**src/rtl/mul_share_pkg.sv**
```systemverilog
`default_nettype none
// ============================================================================
//  Module      : mul_share_pkg
//  Description : Shared types and constants for the multiplier-sharing
//                controller: FSM state encoding, datapath widths and the
//                default watchdog limit.
//  Revision    : 1.0  initial release
// ============================================================================
package mul_share_pkg;

    localparam int c_operand_w          = 32;
    localparam int c_result_w           = 64;
    localparam int c_timeout_cyc_default = 128;

    typedef enum logic [1:0] {
        IDLE  = 2'd0,
        START = 2'd1,
        WAIT  = 2'd2,
        CLEAR = 2'd3
    } state_t;

endpackage
`default_nettype wire

```
**src/rtl/rr_arbiter.sv**
```systemverilog
`default_nettype none
// ============================================================================
//  Module      : rr_arbiter
//  Description : Combinational round-robin picker. Starting at i_ptr and
//                wrapping around, selects the first asserted request and
//                returns it both one-hot and encoded.
//  Revision    : 1.0  initial release
// ============================================================================
module rr_arbiter #(
    parameter int N_REQ = 4,
    parameter int ID_W  = 2
) (
    input  logic [N_REQ-1:0] i_req,
    input  logic [ID_W-1:0]  i_ptr,
    output logic [N_REQ-1:0] o_grant,
    output logic [ID_W-1:0]  o_id
);

    logic [ID_W-1:0] w_idx;
    logic            w_found;

    // Scan from the pointer with wrap-around; the first set request wins.
    always_comb begin
        o_grant = '0;
        o_id    = '0;
        w_found = 1'b0;
        w_idx   = '0;
        for (int k = 0; k < N_REQ; k++) begin
            w_idx = ID_W'((int'(i_ptr) + k) % N_REQ);
            if (!w_found && i_req[w_idx]) begin
                w_found        = 1'b1;
                o_grant[w_idx] = 1'b1;
                o_id           = w_idx;
            end
        end
    end

endmodule
`default_nettype wire

```
**src/rtl/mul_share_ctrl.sv**
```systemverilog
`default_nettype none
// ============================================================================
//  Module      : mul_share_ctrl
//  Description : Shares one sequential 32x32 signed multiplier among N_REQ
//                requesters. Round-robin grant, operand latch, start pulse,
//                wait for done, capture result, clear pulse, tagged response.
//                Optional watchdog on the WAIT state: MUL_SHARE_TIMEOUT_EN.
//  Revision    : 1.0  initial release
// ============================================================================
module mul_share_ctrl
    import mul_share_pkg::*;
#(
    parameter int N_REQ       = 4,
    parameter int ID_W        = 2,
    parameter int TIMEOUT_CYC = c_timeout_cyc_default
) (
    input  logic                         clk,
    input  logic                         reset,
    input  logic [N_REQ-1:0]             req,
    input  logic [c_operand_w*N_REQ-1:0] req_multiplicand,
    input  logic [c_operand_w*N_REQ-1:0] req_multiplier,
    output logic [N_REQ-1:0]             gnt,
    output logic                         rsp_valid,
    output logic [ID_W-1:0]              rsp_id,
    output logic [c_result_w-1:0]        rsp_result,
    output logic                         rsp_err,
    output logic                         busy,
    output logic [c_operand_w-1:0]       m_multiplicand,
    output logic [c_operand_w-1:0]       m_multiplier,
    output logic                         m_op_start,
    output logic                         m_op_clear,
    input  logic                         m_op_done,
    input  logic [c_result_w-1:0]        m_result
);

    if (N_REQ < 2 || N_REQ > 8 || ID_W != $clog2(N_REQ) || TIMEOUT_CYC < 1) begin : g_param_check
        $error("mul_share_ctrl: illegal parameter combination");
    end

    state_t                  r_state;
    state_t                  w_state_nxt;
    logic [ID_W-1:0]         r_ptr;
    logic [ID_W-1:0]         r_id;
    logic [ID_W-1:0]         r_rsp_id;
    logic [c_result_w-1:0]   r_rsp_result;
    logic [c_operand_w-1:0]  r_m_a;
    logic [c_operand_w-1:0]  r_m_b;
    logic [N_REQ-1:0]        w_grant;
    logic [ID_W-1:0]         w_win_id;
    logic [ID_W-1:0]         w_ptr_nxt;
    logic [c_operand_w-1:0]  w_sel_a;
    logic [c_operand_w-1:0]  w_sel_b;
    logic                    w_grant_fire;
    logic                    w_wait_exit;
    logic                    w_timeout;

    rr_arbiter #(
        .N_REQ (N_REQ),
        .ID_W  (ID_W)
    ) u_arb (
        .i_req   (req),
        .i_ptr   (r_ptr),
        .o_grant (w_grant),
        .o_id    (w_win_id)
    );

    assign w_grant_fire = (r_state == IDLE) && (|req);
    assign w_wait_exit  = (r_state == WAIT) && (m_op_done || w_timeout);
    assign w_ptr_nxt    = (w_win_id == ID_W'(N_REQ - 1)) ? '0 : w_win_id + 1'b1;

    // Select the winner's operand slices for latching in the grant cycle.
    always_comb begin
        w_sel_a = '0;
        w_sel_b = '0;
        for (int i = 0; i < N_REQ; i++) begin
            if (w_grant[i]) begin
                w_sel_a = req_multiplicand[i*c_operand_w +: c_operand_w];
                w_sel_b = req_multiplier[i*c_operand_w +: c_operand_w];
            end
        end
    end

    // State register.
    always_ff @(posedge clk) begin
        if (reset) begin
            r_state <= IDLE;
        end else begin
            r_state <= w_state_nxt;
        end
    end

    // Next-state logic; a done seen outside WAIT is deliberately ignored.
    always_comb begin
        w_state_nxt = r_state;
        case (r_state)
            IDLE:    if (|req) w_state_nxt = START;
            START:   w_state_nxt = WAIT;
            WAIT:    if (m_op_done || w_timeout) w_state_nxt = CLEAR;
            CLEAR:   w_state_nxt = IDLE;
            default: w_state_nxt = IDLE;
        endcase
    end

    // Operand latch at grant, pointer advance, and response capture.
    always_ff @(posedge clk) begin
        if (reset) begin
            r_ptr        <= '0;
            r_id         <= '0;
            r_m_a        <= '0;
            r_m_b        <= '0;
            r_rsp_id     <= '0;
            r_rsp_result <= '0;
        end else begin
            if (w_grant_fire) begin
                r_m_a <= w_sel_a;
                r_m_b <= w_sel_b;
                r_id  <= w_win_id;
                r_ptr <= w_ptr_nxt;
            end
            if (w_wait_exit) begin
                r_rsp_id     <= r_id;
                // A watchdog exit has no valid product, so report zero.
                r_rsp_result <= m_op_done ? m_result : '0;
            end
        end
    end

`ifdef MUL_SHARE_TIMEOUT_EN
    localparam int c_wdog_w = $clog2(TIMEOUT_CYC + 1);

    logic [c_wdog_w-1:0] r_wdog;
    logic                r_rsp_err;

    assign w_timeout = (r_state == WAIT) && (r_wdog == c_wdog_w'(TIMEOUT_CYC - 1));

    // Count cycles spent in WAIT; cleared whenever the FSM is elsewhere.
    always_ff @(posedge clk) begin
        if (reset || (r_state != WAIT)) begin
            r_wdog <= '0;
        end else begin
            r_wdog <= r_wdog + 1'b1;
        end
    end

    // Error flag follows the response it belongs to.
    always_ff @(posedge clk) begin
        if (reset) begin
            r_rsp_err <= 1'b0;
        end else if (w_wait_exit) begin
            r_rsp_err <= !m_op_done;
        end
    end

    assign rsp_err = r_rsp_err;
`else
    assign w_timeout = 1'b0;
    assign rsp_err   = 1'b0;
`endif

    assign gnt            = (w_grant_fire && !reset) ? w_grant : '0;
    assign m_op_start     = (r_state == START);
    assign m_op_clear     = (r_state == CLEAR);
    assign rsp_valid      = (r_state == CLEAR);
    assign busy           = (r_state != IDLE);
    assign rsp_id         = r_rsp_id;
    assign rsp_result     = r_rsp_result;
    assign m_multiplicand = r_m_a;
    assign m_multiplier   = r_m_b;

endmodule
`default_nettype wire
```
**config.mk**
```make
export PLATFORM = sky130hd
export DESIGN_NAME = mul_share_ctrl
export DESIGN_NICKNAME = d
export VERILOG_FILES = /design/src/rtl/mul_share_pkg.sv /design/src/rtl/rr_arbiter.sv /design/src/rtl/mul_share_ctrl.sv
export SDC_FILE = /design/constraint.sdc
export NUM_CORES = 1
export LEC_CHECK = 0
export BUFFER_PORTS_ARGS = -buffer_cell sky130_fd_sc_hd__buf_2
export CAP_MARGIN = 10
export CORE_AREA = 5 5 179 181
export DETAILED_ROUTE_END_ITERATION = 16
export DIE_AREA = 0 0 184 186
export GPL_TIMING_DRIVEN = 0
export PLACE_DENSITY = 0.57
export SYNTH_ARGS = -nofsm -noshare
export SYNTH_HDL_FRONTEND = slang
export SYNTH_SLANG_ARGS = --single-unit
export TNS_END_PERCENT = 50
```
**constraint.sdc**
```tcl
create_clock -name clk -period 3.5 [get_ports clk]
set_clock_uncertainty 0.1 [all_clocks]
set_input_delay 0.7 -clock clk [delete_from_list [all_inputs] [get_ports clk]]
set_output_delay 0.7 -clock clk [all_outputs]
set_load 0.01 [all_outputs]
```
Word-level counts from Yosys, hierarchy flattened
Cells that the tools add are included.
{"block": "op_classes", "mux": 41, "reduce_logical": 18, "add_sub_neg": 4, "eq_ne": 6, "n_bitwise": 3, "order_cmp": 8}
{"operator": "2-to-1 mux 32 bit", "count": 8}
{"operator": "2-to-1 mux 64 bit", "count": 1}
{"operator": "2-to-1 mux 4 bit", "count": 5}
{"operator": "2-to-1 mux 2 bit", "count": 7}
{"operator": "less-than comparator 2 x 3 -> 1 bit (second input constant)", "count": 4}
{"operator": "bitwise OR 4 bit", "count": 3}
{"operator": "2-to-1 mux 1 bit", "count": 11}
{"operator": "logical AND 1 bit", "count": 10}
{"operator": "binary-select mux 1 bit (select 2 bit)", "count": 4}
{"operator": "demux 1 bit (select 2 bit)", "count": 4}
{"operator": "greater-or-equal comparator 2 x 1 -> 1 bit (second input constant)", "count": 4}
{"operator": "one-hot mux 2 bit (4 select lines)", "count": 1}
{"operator": "== test 2 bit (second input constant)", "count": 3}
{"operator": "adder 2 x 1 -> 2 bit (second input constant)", "count": 2}
{"operator": "adder 2 bit (second input constant)", "count": 2}
{"operator": "zero test 1 bit", "count": 4}
{"operator": "OR reduction 4 bit", "count": 1}
{"operator": "== test 2 x 1 -> 1 bit (second input constant)", "count": 1}
{"operator": "zero test 2 bit", "count": 1}
{"operator": "!= test 2 x 1 -> 1 bit (second input constant)", "count": 1}
{"operator": "!= test 2 bit (second input constant)", "count": 1}
{"operator": "AND reduction 2 bit", "count": 1}
{"operator": "nonzero test 2 bit", "count": 1}
{"block": "word_totals", "wordCells": 87, "in_bits": 327, "output_inout_bits": 139, "reg_bits": 136}

Logic depth before layout (Yosys ltp)
{"block": "depth", "ltp_word": 16, "depth_mapped": 13, "depth_no_buf": 8}

Cells and area by module
A second synthesis with hierarchy kept.
{"block": "unflattened", "cells_unflattened": 755, "hier_area_um2": 6711.4}
{"mod": "mul_share_ctrl", "area_per_inst_um2": 6292.3, "n_inst": 1, "cells_each": 709, "seq_area_each_um2": 2722.6}
{"mod": "rr_arbiter", "area_per_inst_um2": 419.2, "n_inst": 1, "cells_each": 46, "seq_area_each_um2": 0.0}

Worst setup path before layout
Ideal clock, no wire load.
{"block": "synth_timing", "path_type": "reg2out", "startpoint": "register r_ptr[1]", "endpoint": "output port gnt[1]", "stages_incl_launch_ff": 13, "required_ns": 2.700, "n_path_buf": 5, "t_arrival_ns": 2.924, "path_slack_ns": -0.224, "path_cell_list": "dfxtp_1 > clkbuf_1 > inv_1 > ha_1 > buf_4 > mux4_2 > buf_6 > nor4b_2 > nand2_1 > and4_1 > buf_4 > buf_2 > nor3_1"}
{"block": "synth_via", "elab_chain_cells": 13, "elab_cells_between_ends": 48, "cone_classes": "add/sub: 3; order compare: 8; mux: 24; bitwise: 3; reduce/logical: 10"}
{"element": "from (decl)", "line_no": "mul_share_ctrl.sv:42", "text": "logic [ID_W-1:0] r_ptr;"}
{"element": "from (signal assigned)", "line_no": "mul_share_ctrl.sv:118", "text": "r_ptr <= w_ptr_nxt;"}
{"element": "branches (longest 11 deep; another with less-than comparator 2 x 3 -> 1 bit)"}
{"element": "2-to-1 mux 4 bit (*)", "line_no": "rr_arbiter.sv:30", "text": "if (!w_found && i_req[w_idx]) begin"}
{"element": "2-to-1 mux 4 bit (*)", "line_no": "mul_share_ctrl.sv:160", "text": "assign gnt = (w_grant_fire && !reset) ? w_grant : '0;"}
{"element": "to (decl)", "line_no": "mul_share_ctrl.sv:22", "text": "output logic [N_REQ-1:0] gnt,"}
Every way passes the cells marked *. The select of a mux whose other input is x is not followed.

==> out/metrics.cfg <==
[worst_hold_path]
hold_path.class = reg -> reg
worstHoldStart = rsp_result[55]
hold_depth = 2
whs_endpoint = rsp_result[55]

[drt]
route.vias.total = 9045
drc = 0
vias_per_cell = 4.91
antenna_left = 0
dr.pass1.iters = 5
drtIter0Drc = 445
routed_wl_microns = 38200
wl_per_cell_microns = 20.7

[setup_path]
worst-r2r-cell-count = 14
cp-start-kind = register
crit_path_top_delay_cell = dfxtp_4
crit_path_end_kind = output port
path_cells = buf_8 > inv_8 > ha_4 > mux4_2 > buf_6 > buf_6 > a31oi_1 > nand4_1 > buf_6 > nor3b_2 > buf_2
crit_type = reg -> out
cpPeakStageDelay_ps = 360
path_common_cell = buf_6
cp.arrival_ps = 2680
critPathBufInv = 6
worstPathMaxFanout = 6
r2r_slack_ps = 180
regToRegEndpoint = m_multiplier[3]
crit_required_ps = 2700
crit_family = buffers and inverters

[clock_network]
cts.clk_slew.worst_paths_ps = 60
htreeDepth = 4
worstSkewPairLatency_ps = 460
clkSinkCount = 136
cts_root_buf = clkbuf_16
cts_tree = yes
cts_buffers = 17
postCtsHoldBufs = 0
cts_buffer_depth = 2

[global_route]
grt_pass1_wl_microns = 54600
grt_usage_pct = 21.2
antenna_found_initial = 10
grt_overflow_total = 0
grt_pass1_vias = 9069
grt_max_degree = 17

[yosys]
ys.flop_type = dfxtp_1
seq_area_frac_synth_pct = 37.1
ys_async_sr_fraction_pct = 0
synth_edf_count = 0
ys_warn_count = 0
synth_area_per_cell_sq_um = 7.94
syn_inst = 924
yosysUniqueCellTypes = 56
ys_seq_elements = 136
syn_nets = 1263
syn_area_sq_um = 7340

[place]
post-place-cells = 1782
dp_hpwl_microns = 29900
gp_congestion = 0.940
dpl-instance-area_sq_um = 10200
detailedPlace.worstSlack_ps = -772
portBuffers = 462

[timing]
final_hold_viol_count = 0
fin_ws_ps = 23.6
fin_crit_ps = 3480
drv_slew = 0
relSlewSlack_pct = 45.2
tns_ps = 0
fmax_ghz = 0.288
min_period_over_period_pct = 99.3
worstMarginPinSlew_ps = 823
rsz0062_at_grt = yes
setup_viol = 0

[pwr]
p_int_mw = 5.23
switching_share_pct = 48.1
seqPwrFrac_pct = 21.8
p_sw_mw = 4.85
finalPower_mw = 10.1
leakage_nw = 4.95
worst_ir_drop_vdd_mv = 0.597
pwr-share-comb_pct = 59.9
p_per_area_nw_per_um2 = 909
clock_power_share_pct = 18.3

[die]
die_width_microns = 184
io_pins = 466
die_h_microns = 186
initial_core_util_pct = 24.2
fp.coreArea_sq_um = 30300
die-area_sq_um = 34200
rows = 64

[finish]
area_growth_pct = 51.2
drive_gt1_share_pct = 45.1
n_fill_cell = 3237
final_cells = 1843
final_area_sq_um = 11100
nets = 1769

[status]
run_status = finished, final reports clean

[flow_run]
cap_violations = 0

## repair_timing
item                                    in CTS  in global routing
resized for setup                           43                 14
gates cloned                                 0                  0
buffers inserted                            21                  9
pin swaps                                    6                 10
endpoints found under the setup margin      65                 63
## logic make-up (layout without fill, tap and decap cells)
family | count (synthesis) | count (layout) | synth area share [%]
and+or+nand+nor | 444 | 444 | 25.7
AOI/OAI and AO/OA | 227 | 227 | 26.0
DFF | 136 | 136 | 37.1
buffers and inverters | 94 | 613 | 7.23
adders and majority gates | 12 | 12 | 2.05
muxes | 8 | 8 | 1.67
xor gates and xnor gates | 2 | 2 | 0.239
other | 1 | 5 | 0.0511
## worst max path at each step
stage	startpoint	endpoint	slack (ps)	cells after the start
finish	register	gnt[0]	20	11
global placement	r_ptr[1]	gnt[0]	-810	13
floorplan	r_ptr[1]	gnt[1]	-10	12
detailed placement	r_ptr[1]	gnt[0]	-770	13
CTS	r_ptr[1]	gnt[1]	-380	13
global route	register	gnt[0]	-90	11
## routing by layer
| layer | routed length, microns | GRT usage, % |
|---|---|---|
| met2 | 18800 | 36.5 |
| met1 | 14700 | 24.6 |
| met5 | 55 | 0 |
| met4 | 1200 | 8.70 |
| met3 | 3520 | 6.43 |
## cell usage in the layout (no fill, tap or decap), drive strengths merged, types with 4 or more instances in the layout
cell	netlist	layout
clkbuf	41	57
nor2b	5	5
mux2i	4	4
nor3	6	6
o221ai	64	64
inv	6	15
a21oi	74	74
nor2	139	139
nor3b	6	6
dfxtp	136	136
diode	0	4
buf	47	535
o21ai	9	9
and2	4	4
ha	12	12
nand2	206	206
nand3	64	64
a31oi	66	66
## sequential cells by signal (all words and copies together), names as in the netlist, named ones only
signal and flops:
m_multiplier 32, rsp_result 64, r_ptr 1, m_multiplicand 32, r_id 2, rsp_id 2
r_state 2
## synth_stat cells, types with 2 or more instances
master / count / area share, %
mux4_2: 2 / 0.61
o221ai_2: 60 / 12
clkbuf_1: 41 / 2.1
nand2_1: 206 / 11
buf_1: 4 / 0.20
buf_6: 3 / 0.46
nor3b_1: 6 / 0.61
inv_1: 6 / 0.31
mux2i_1: 4 / 0.55
nand3_1: 64 / 4.4
o22ai_1: 2 / 0.17
buf_4: 6 / 0.61
nand3b_4: 2 / 0.55
a21oi_1: 72 / 4.9
a31oi_1: 66 / 5.6
nor3_1: 6 / 0.41
o21ai_0: 7 / 0.48
o221ai_1: 4 / 0.48
dfxtp_1: 136 / 37
nor2_1: 139 / 7.1
buf_12: 6 / 1.6
nor2b_1: 5 / 0.43
buf_2: 28 / 1.9
ha_1: 12 / 2.0
a211oi_1: 3 / 0.31
nand2b_1: 3 / 0.26
and2_1: 2 / 0.17
## power groups by stage
stage / Sequential [mW] / Clock [mW] / Combinational [mW]
CTS: 2.19 / 1.89 / 6.07
detailed placement: 2.23 / 0 / 5.58
finish: 2.20 / 1.84 / 6.04
floorplan: 2.35 / 0 / 3.39
global route: 2.24 / 1.96 / 6.58
global placement: 2.22 / 0 / 5.59
## metrics by stage
stage	hold WS [ps]	utilization, %
5_1_grt	367	36.7
6_report	352	36.7
4_1_cts	353	36.5
2_1_floorplan	332	-
3_5_place_dp	344	33.6
3_3_place_gp	339	33.6
## worst reg2reg max path, delay by kind of cell (launching register included)
kind,cells,cell delay [ps]
compound gates,3,480
fa+ha+maj,1,280
buf+inv,7,1400
mux,1,330
flops,1,360
simple gates,2,230
## area by class of cell
cell class / instances / area, sq um / share of cell area [%]
clock buffers: 17 / 425 / 3.83
well taps: 396 / 495 / 4.47
diodes: 4 / 10.0 / 0.0902
inverters: 6 / 37.5 / 0.338
flip-flops and latches: 136 / 2730 / 24.6
multi-input cells: 694 / 4170 / 37.6
clock inverters: 15 / 154 / 1.39
plain buffers: 83 / 520 / 4.69
repair buffers: 492 / 2550 / 23.0
(Power assumes the default switching activity.)
